### config.mk
export PLATFORM = sky130hd
export DESIGN_NAME = svreal_accum
export DESIGN_NICKNAME = d
export VERILOG_FILES = /design/src/rtl/svreal_accum_pkg.sv /design/src/rtl/svreal_align.sv /design/src/rtl/svreal_accum.sv
export SDC_FILE = /design/constraint.sdc
export NUM_CORES = 1
export LEC_CHECK = 0
export ABC_AREA = 1
export CAP_MARGIN = 20
export CORE_ASPECT_RATIO = 1.75
export CORE_MARGIN = 1
export CORE_UTILIZATION = 47
export CTS_CLUSTER_SIZE = 28
export DETAILED_ROUTE_END_ITERATION = 8
export HOLD_SLACK_MARGIN = 0.03
export PLACE_DENSITY_LB_ADDON = 0.15
export SLEW_MARGIN = 20
export SYNTH_ARGS = -nofsm -noshare
export SYNTH_HDL_FRONTEND = slang
export SYNTH_HIERARCHICAL = 1
export SYNTH_SLANG_ARGS = --single-unit
### constraint.sdc
create_clock -name clk -period 2.7 [get_ports clk]
set_input_delay 0.27 -clock clk [delete_from_list [all_inputs] [get_ports clk]]
set_output_delay 0.27 -clock clk [all_outputs]
set_load 0.01 [all_outputs]
### src/rtl/svreal_accum_pkg.sv
// Shared types and helpers for the svreal accumulate stage: FSM state encoding,
// accumulator range limits and the input-to-accumulator exponent shift.
package svreal_accum_pkg;

    typedef enum logic [1:0] {
        IDLE  = 2'd0,
        ACCUM = 2'd1,
        DONE  = 2'd2
    } state_e;

    function automatic longint acc_max(input int width);
        return (longint'(1) << (width - 1)) - longint'(1);
    endfunction

    function automatic longint acc_min(input int width);
        return -(longint'(1) << (width - 1));
    endfunction

    // Positive result: input LSB weighs more than accumulator LSB, shift left.
    function automatic int align_shift(input int in_exp, input int acc_exp);
        return in_exp - acc_exp;
    endfunction

endpackage

### src/rtl/svreal_align.sv
// Combinational format conversion: sign-extend a signed code to the wider
// accumulator width, then shift by SHIFT (left if >= 0, arithmetic right if < 0).
module svreal_align #(
    parameter int IN_WIDTH  = 18,
    parameter int ACC_WIDTH = 32,
    parameter int SHIFT     = 0
) (
    input  logic signed [IN_WIDTH-1:0]  value_i,
    output logic signed [ACC_WIDTH-1:0] value_o
);

    logic signed [ACC_WIDTH-1:0] ext;

    assign ext = ACC_WIDTH'(value_i);

    // Right shifts floor toward -inf; bits pushed past the top on a left shift are dropped.
    generate
        if (SHIFT >= 0) begin : g_left
            assign value_o = ext <<< SHIFT;
        end else begin : g_right
            assign value_o = ext >>> (-SHIFT);
        end
    endgenerate

endmodule

### src/rtl/svreal_accum.sv
// Block accumulator: sums len consecutive fixed-point samples and presents one
// result under valid/ready. Define SVREAL_ACCUM_SAT_EN for saturating arithmetic.
module svreal_accum
    import svreal_accum_pkg::*;
#(
    parameter int IN_WIDTH     = 18,
    parameter int IN_EXPONENT  = -12,
    parameter int ACC_WIDTH    = 32,
    parameter int ACC_EXPONENT = -12,
    parameter int LEN_WIDTH    = 8
) (
    input  logic                        clk,
    input  logic                        rst_n,
    input  logic signed [IN_WIDTH-1:0]  in_value,
    input  logic                        in_valid,
    output logic                        in_ready,
    input  logic [LEN_WIDTH-1:0]        len,
    output logic signed [ACC_WIDTH-1:0] out_value,
    output logic                        out_valid,
    input  logic                        out_ready,
    output logic                        out_ovf
);

    localparam int SHIFT = align_shift(IN_EXPONENT, ACC_EXPONENT);

    state_e                      state_q, state_d;
    logic signed [ACC_WIDTH-1:0] acc_q, acc_d;
    logic [LEN_WIDTH-1:0]        cnt_q, cnt_d;
    logic [LEN_WIDTH-1:0]        total_q, total_d;
    logic                        ovf_q, ovf_d;

    logic signed [ACC_WIDTH-1:0] aligned;
    logic signed [ACC_WIDTH-1:0] step_acc;
    logic                        step_ovf;
    logic [LEN_WIDTH-1:0]        first_total;
    logic [LEN_WIDTH-1:0]        cnt_inc;
    logic                        in_xfer;

    svreal_align #(
        .IN_WIDTH  (IN_WIDTH),
        .ACC_WIDTH (ACC_WIDTH),
        .SHIFT     (SHIFT)
    ) u_align (
        .value_i (in_value),
        .value_o (aligned)
    );

`ifdef SVREAL_ACCUM_SAT_EN
    localparam logic signed [ACC_WIDTH-1:0] ACC_MAX = ACC_WIDTH'(acc_max(ACC_WIDTH));
    localparam logic signed [ACC_WIDTH-1:0] ACC_MIN = ACC_WIDTH'(acc_min(ACC_WIDTH));

    logic signed [ACC_WIDTH:0] sum_wide;

    // One guard bit: the top two bits disagree exactly when the true sum leaves the range.
    assign sum_wide = {acc_q[ACC_WIDTH-1], acc_q} + {aligned[ACC_WIDTH-1], aligned};
    assign step_ovf = sum_wide[ACC_WIDTH] ^ sum_wide[ACC_WIDTH-1];
    assign step_acc = step_ovf ? (sum_wide[ACC_WIDTH] ? ACC_MIN : ACC_MAX)
                               : sum_wide[ACC_WIDTH-1:0];
`else
    assign step_acc = acc_q + aligned;
    assign step_ovf = 1'b0;
`endif

    assign first_total = (len == '0) ? LEN_WIDTH'(1) : len;
    assign cnt_inc     = cnt_q + LEN_WIDTH'(1);

    assign in_ready  = rst_n && (state_q != DONE);
    assign out_valid = rst_n && (state_q == DONE);
    assign out_value = rst_n ? acc_q : '0;
    assign out_ovf   = rst_n && ovf_q;
    assign in_xfer   = in_valid && in_ready;

    always_comb begin
        state_d = state_q;
        acc_d   = acc_q;
        cnt_d   = cnt_q;
        total_d = total_q;
        ovf_d   = ovf_q;
        case (state_q)
            IDLE: begin
                if (in_xfer) begin
                    total_d = first_total;
                    acc_d   = aligned;
                    cnt_d   = LEN_WIDTH'(1);
                    ovf_d   = 1'b0;
                    state_d = (first_total == LEN_WIDTH'(1)) ? DONE : ACCUM;
                end
            end
            ACCUM: begin
                if (in_xfer) begin
                    acc_d = step_acc;
                    cnt_d = cnt_inc;
                    ovf_d = ovf_q | step_ovf;
                    if (cnt_inc == total_q) begin
                        state_d = DONE;
                    end
                end
            end
            DONE: begin
                if (out_valid && out_ready) begin
                    state_d = IDLE;
                end
            end
            default: state_d = IDLE;
        endcase
    end

    always_ff @(posedge clk) begin
        if (!rst_n) begin
            state_q <= IDLE;
            acc_q   <= '0;
            cnt_q   <= '0;
            total_q <= '0;
            ovf_q   <= 1'b0;
        end else begin
            state_q <= state_d;
            acc_q   <= acc_d;
            cnt_q   <= cnt_d;
            total_q <= total_d;
            ovf_q   <= ovf_d;
        end
    end

endmodule

==> flow_metrics.env, run 1 <==
export IMPL_max_freq_mhz=443
export IMPL_crit_arrival_ns=2.46
export IMPL_globalRouteMet3Util=0.0326
export IMPL_status="finished, final reports clean"
export IMPL_yosys_warnings=6
export IMPL_via_count=5425
export IMPL_vdd_ir_drop_worst_v=0.000341
export IMPL_setup_viol=0
export IMPL_grtUsageMet2=0.493
export IMPL_ios=65
export IMPL_cp_required_ns=2.90
export IMPL_clock_sinks=50
export IMPL_clk_pin_slew_ns=0.07
export IMPL_cp_max_fo=4
export IMPL_path_class="input port to register"
export IMPL_tns_ns=0
export IMPL_cts_hold_buf=0
export IMPL_overflow=0
export IMPL_min_from="total_q[4]"
export IMPL_clkLatencyLatePin_ns=0.30
export IMPL_syn_cell_area_sq_um=5120
export IMPL_cp_start_kind="input port"
export IMPL_ys_seq_area_frac=0.196
export IMPL_antenna_found_initial=0
export IMPL_drt_antenna_violating_nets=0
export IMPL_multi_input_area_sq_um=3170
export IMPL_gp_congestion=0.980
export IMPL_cts_resized_gates=0
export IMPL_reg2reg_depth=14
export IMPL_fin_worst_hold_slack_ns=0.472
export IMPL_synth_cell_types=32
export IMPL_worst_pin_slew_ns=0.628
export IMPL_grtUsageTotal=0.266
export IMPL_post_cts_buffers=0
export IMPL_numCtsBuffers=5
export IMPL_routed_wl_um=14000
export IMPL_cts_tree="yes"
export IMPL_syn_inst=926
export IMPL_reg2reg_from="acc_q[0]"
export IMPL_finalHoldViolations=0
export IMPL_diodes=0
export IMPL_use_met1=0.272
export IMPL_power_density_nw_per_um2=521
export IMPL_synth_area_leaders="nand2_1 26%, dfxtp_1 20%, inv_1 11%"
export IMPL_synth_top_area_cell="nand2_1"
export IMPL_clock_path_buffers=2
export IMPL_die_area_sq_um=11300
export IMPL_start_util=0.481
export IMPL_p_leak_uw=0.00326
export IMPL_drt_pass1_iterations=5
export IMPL_cts_root_buffer="clkbuf_16"
export IMPL_grt_first_pass_wirelength_um=23600
export IMPL_rsz0062_at_grt="false"
export IMPL_fp_row_count=50
export IMPL_period_share=0.836
export IMPL_area_growth_syn_to_layout_pct=13.4
export IMPL_vias_per_cell=5.01
export IMPL_report_final_slew_viol_count=0
export IMPL_port_buffers=63
export IMPL_final_nets=1014
export IMPL_detail_route_iter0_violations=221
export IMPL_die_h_um=140
export IMPL_min_path_cells=2
export IMPL_n_fill_cell=1194
export IMPL_syn_avg_cell_area_sq_um=5.53
export IMPL_slew_headroom=0.581
export IMPL_timing_rr_end="acc_q[20]"
export IMPL_syn_nets=989
export IMPL_core_area_sq_um=10600
export IMPL_hpwl_um=11100
export IMPL_wl_per_cell_um=12.9
export IMPL_die_width_um=80.9
export IMPL_crit_path_end_kind="register"
export IMPL_hold_path_end="total_q[4]"
export IMPL_r2r_slack_ns=0.51
export IMPL_drive_gt1_frac=0.0294
export IMPL_drc=0
export IMPL_hp_class="register to register"
export IMPL_ys_ff_latch=50
export IMPL_finish_utilization=0.546
export IMPL_synth_top_area_frac=0.255
export IMPL_clock_skew_ns=0.00372
export IMPL_maxCapViolCount=0
export IMPL_layout_min_cycle_time_ns=2.26
export IMPL_htree_levels=2
export IMPL_grt_pass1_vias=5284
export IMPL_top_usage_layer="met2"
export IMPL_regArea_sq_um=1000
export IMPL_grt_max_degree=57
## power by group
part,internal [uW],switching (uW)
logic,519,843
clock network,445,323
registers,832,62.1
## synthesized netlist by cell type, drive strengths merged
cell and number:
nand2 350, inv 160, nor2 92, nand3 66, dfxtp 50, buf 47, a21oi 41, o21ai 33
ha 32, xnor2 10, nor3 7, o211ai 7, xor2 7, clkbuf 5, o21bai 5, nand4 4
nand3b 3, a211oi 1, a21o 1, clkinv 1, conb 1, fa 1, nor4 1, o22ai 1
## per-layer routing
| layer | share of wire | up-vias |
|---|---|---|
| met1 | 0.39 | 2408 |
| met5 | 0 | - |
| met2 | 0.54 | 105 |
| met3 | 0.025 | 51 |
| met4 | 0.053 | 0 |
| li1 | - | 2861 |
## worst max path at each step
stage,from,end,slack (ns),cells after the start
after floorplan,in_value[0],acc_q[28],0.76,15
after global placement,in_value[17],acc_q[31],0.15,13
after detailed placement,in_value[0],acc_q[28],0.14,15
after CTS,in_value[0],acc_q[28],0.45,15
after global routing,in_value[0],acc_q[20],0.18,15
final,in_value[0],acc_q[20],0.44,15
## worst max-delay path, stage by stage
cell             delay, ns
clkdlybuf4s50_1       0.42
ha_1                  0.23
fa_1                  0.44
nand3_1               0.11
nand3_1               0.14
nand2_1               0.09
nand2_1               0.11
nand2_1               0.09
nand2_1               0.12
nand2_1               0.12
nand2_1               0.06
nand2_1               0.06
nand3_1               0.06
nand2_1               0.08
nand2_1               0.04
## sequential cells by signal, summed over array words and instances, names as in the netlist
signal and cells:
cnt_q 8, total_q 8, state_q 2, acc_q 32
## metrics by stage
stage	setup WS (ns)	power [uW]	instances	cell area [sq um]
after detailed placement	0.139	2270	1074	5630
final	0.443	3020	1082	5810
after floorplan	0.759	1900	926	5120
after global routing	0.178	3270	1082	5810
after CTS	0.448	3060	1082	5810
after global placement	0.152	2270	1074	5630
## placed cells by master (no fill, tap or decap), types with 2 or more instances in the layout
master           netlist  routed
nor3_1                 6       6
nor2_1                88      87
nand4_1                4       4
a21oi_1               41      41
nor2_4                 2       3
nor2_2                 2       2
inv_2                  3       3
dfxtp_1               50      50
nand2_1              348     348
o21bai_1               5       5
o211ai_1               7       7
ha_1                  32      32
clkbuf_16              0       5
nand2_2                2       2
nand3_1               66      66
o21ai_1               10      10
xnor2_1               10      10
nand3b_1               3       3
o21ai_0               23      23
clkdlybuf4s50_1        0      62
xor2_1                 7       7
inv_1                156     156
buf_4                 37       6
## final cells by class
cell class                      instances  share of cell area
Multi-Input combinational cell        663               0.546
Tap cell                              130              0.0280
Sequential cell                        50               0.172
Timing Repair Buffer                   70               0.119
Clock buffer                            5              0.0216
Clock inverter                          3             0.00841
Inverter                              161               0.105
## cells by family (layout without fill, tap and decap cells)
family                   count (synthesis)  count (layout)  share of synthesized area
buffers and inverters                  213             239                      0.186
XOR/XNOR                                17              17                     0.0291
adder cells (fa/ha/maj)                 33              33                     0.0822
flip-flops                              50              50                      0.196
other                                    1               1                   0.000733
AO/OA/AOI/OAI                           89              89                     0.0941
AND/OR/NAND/NOR                        523             523                      0.412
Note: power is estimated with default switching activity, not from simulation.
==> run 2: changes to the inputs <==
clock period = 2 ns   (was 2.7 ns; I/O delays follow)
==> run 2 against run 1 <==
Critical endpoint is now acc_q[24]; total power rose by 51%; register-to-register slack got worse by 0.40 ns; clock-buffer cell count did not move.
==> flow_metrics.env, run 2 (same netlist as run 1, synthesis figures left out) <==
export IMPL_hp_class="input port to register"
export IMPL_power_density_nw_per_um2=697
export IMPL_fin_cells=1139
export IMPL_cp_required_ns=2.20
export IMPL_core_area_sq_um=10600
export IMPL_layout_common_cells="331 x nand2_1, 156 x inv_1, 82 x nor2_1, 63 x nand3_1, 59 x clkdlybuf4s50_1"
export IMPL_min_path_cells=3
export IMPL_power_frac_clock=0.229
export IMPL_routed_wl_um=14900
export IMPL_cts_tree="yes"
export IMPL_rsz0062_at_grt="true"
export IMPL_cp_start_kind="register"
export IMPL_fin_worst_hold_slack_ns=0.263
export IMPL_fp_row_count=50
export IMPL_ios=65
export IMPL_max_freq_mhz=530
export IMPL_crit_family="simple AND/OR/NAND/NOR gates"
export IMPL_layout_commonest_cell="nand2_1"
export IMPL_cp_common_cell="nand2_1"
export IMPL_place_inst=1129
export IMPL_port_buffers=63
export IMPL_top_regs="acc_q x32, cnt_q x8, total_q x8"
export IMPL_worst_path_stages=13
export IMPL_grt_first_pass_wirelength_um=23700
export IMPL_n_fill_cell=1075
export IMPL_drt_pass1_iterations=7
export IMPL_path_buf_inv=1
export IMPL_routedLengthMet1_um=5690
export IMPL_path_class="register to register"
export IMPL_die_area_sq_um=11300
export IMPL_clock_skew_ns=0.00371
export IMPL_route_met2_wl_um=7940
export IMPL_clock_sinks=50
export IMPL_crit_arrival_ns=2.09
export IMPL_detail_route_iter0_violations=210
export IMPL_pwr_share_comb=0.503
export IMPL_via_count=5631
export IMPL_gp_congestion=0.958
export IMPL_regMostFlops="acc_q"
export IMPL_htree_levels=2
export IMPL_drt_antenna_violating_nets=0
export IMPL_overflow=0
export IMPL_met3_length_um=347
export IMPL_largest_reg_flops=32
export IMPL_clock_path_buffers=2
export IMPL_grt_max_degree=51
export IMPL_final_nets=1071
export IMPL_setup_viol=0
export IMPL_p_sw_uw=1810
export IMPL_report_final_slew_viol_count=0
export IMPL_swShare=0.397
export IMPL_internal_power_uw=2760
export IMPL_diodes=0
export IMPL_period_share=0.943
export IMPL_clk_pin_slew_ns=0.08
export IMPL_layout_min_cycle_time_ns=1.89
export IMPL_clkLatencyLatePin_ns=0.30
export IMPL_maxCapViolCount=0
export IMPL_die_h_um=140
export IMPL_slowest_stage="fa_2"
export IMPL_tns_ns=0
export IMPL_antenna_found_initial=0
export IMPL_crit_path_end_kind="register"
export IMPL_numCtsBuffers=5
export IMPL_reg2reg_depth=13
export IMPL_die_width_um=80.9
export IMPL_start_util=0.481
export IMPL_drc=0
export IMPL_vias_per_cell=4.94
export IMPL_drive_gt1_frac=0.134
export IMPL_dr_max_layer_used="met4"
export IMPL_area_growth_syn_to_layout_pct=28.3
export IMPL_cts_hold_buf=0
export IMPL_wl_per_cell_um=13.1
export IMPL_grtUsageTotal=0.267
export IMPL_power_total_uw=4570
export IMPL_vdd_ir_drop_worst_v=0.000430
export IMPL_hpwl_um=11400
export IMPL_seq_power_share=0.268
export IMPL_cts_root_buffer="clkbuf_16"
export IMPL_grt_pass1_vias=5369
export IMPL_path_cells="ha_2 -> fa_2 -> nand3_2 -> nand3_2 -> nand2_1 -> nand2_1 -> buf_4 -> nand2_2 -> nand3_1 -> nand2_1 -> nand3_2 -> nand2_1 -> nand2_1"
export IMPL_cp_max_fo=3
export IMPL_status="finished, final reports clean"
export IMPL_p_leak_uw=0.00360
export IMPL_crit_path_max_incr_delay_ns=0.39
export IMPL_finalHoldViolations=0
==> run 2: cell count changes in the layout (fill, tap and decap cells not counted), sizes merged <==
| cell | change |
|---|---|
| buf | +56 |
| clkbuf | +1 |
| clkdlybuf4s50 | -3 |
| clkinv | +1 |
| clkinvlp | -1 |
| dlymetal6s2s | +3 |
==> run 2: area by class of cell <==
cell class | count | area (sq um) | share of cell area
clock inverter | 3 | 47.5 | 0.00724
multi-input combinational | 663 | 3430 | 0.522
timing repair buffer | 127 | 1190 | 0.182
sequential | 50 | 1000 | 0.153
clock buffer | 5 | 125 | 0.0191
inverter | 161 | 607 | 0.0925
tap | 130 | 163 | 0.0248
==> run 2: power by group through the flow <==
stage	Clock [uW]	Combinational, uW	Sequential [uW]
final	1050	2300	1230
after global routing	1110	2570	1240
after CTS	1070	2150	1210
after detailed placement	0	2130	1230
after global placement	0	2120	1230
after floorplan	0	1360	1210
==> run 2: what timing repair did <==
item                       CTS  global route
setup endpoints to repair    9            21
pin swaps                    0             5
cloned                       0             1
gates resized for setup      5            51
setup buffers                0             1
==> run 2: per-stage QoR <==
stage	setup slack [ns]	utilization	instance area, sq um
after global routing	-0.0179	0.617	6560
final	0.113	0.617	6560
after CTS	0.00546	0.591	6280
after detailed placement	-0.359	0.573	6090
after global placement	-0.328	0.573	6090
after floorplan	0.129	-	5120
==> run 2: path summary, 6_finish.rpt <==
check                            startpoint         end  slack (ns)
worst max-delay path               acc_q[0]   acc_q[24]        0.11
worst max register to register     acc_q[0]   acc_q[24]        0.11
worst min-delay path            in_value[8]    acc_q[8]        0.26
worst min register to register   total_q[7]  total_q[7]        0.47
==> run 2: worst register-to-register path, stage by stage (launching register included) <==
cell and delay (ns):
dfxtp_2 0.33, ha_2 0.18, fa_2 0.39, nand3_2 0.10, nand3_2 0.09, nand2_1 0.07
nand2_1 0.06, buf_4 0.16, nand2_2 0.06, nand3_1 0.07, nand2_1 0.07, nand3_2 0.06
nand2_1 0.09, nand2_1 0.05
==> run 2: metal layers <==
layer  up-vias  GRT usage
met1      2495      0.267
met3        58     0.0306
met2       113      0.491
met4         0      0.183
li1       2965          -
met5         -          0
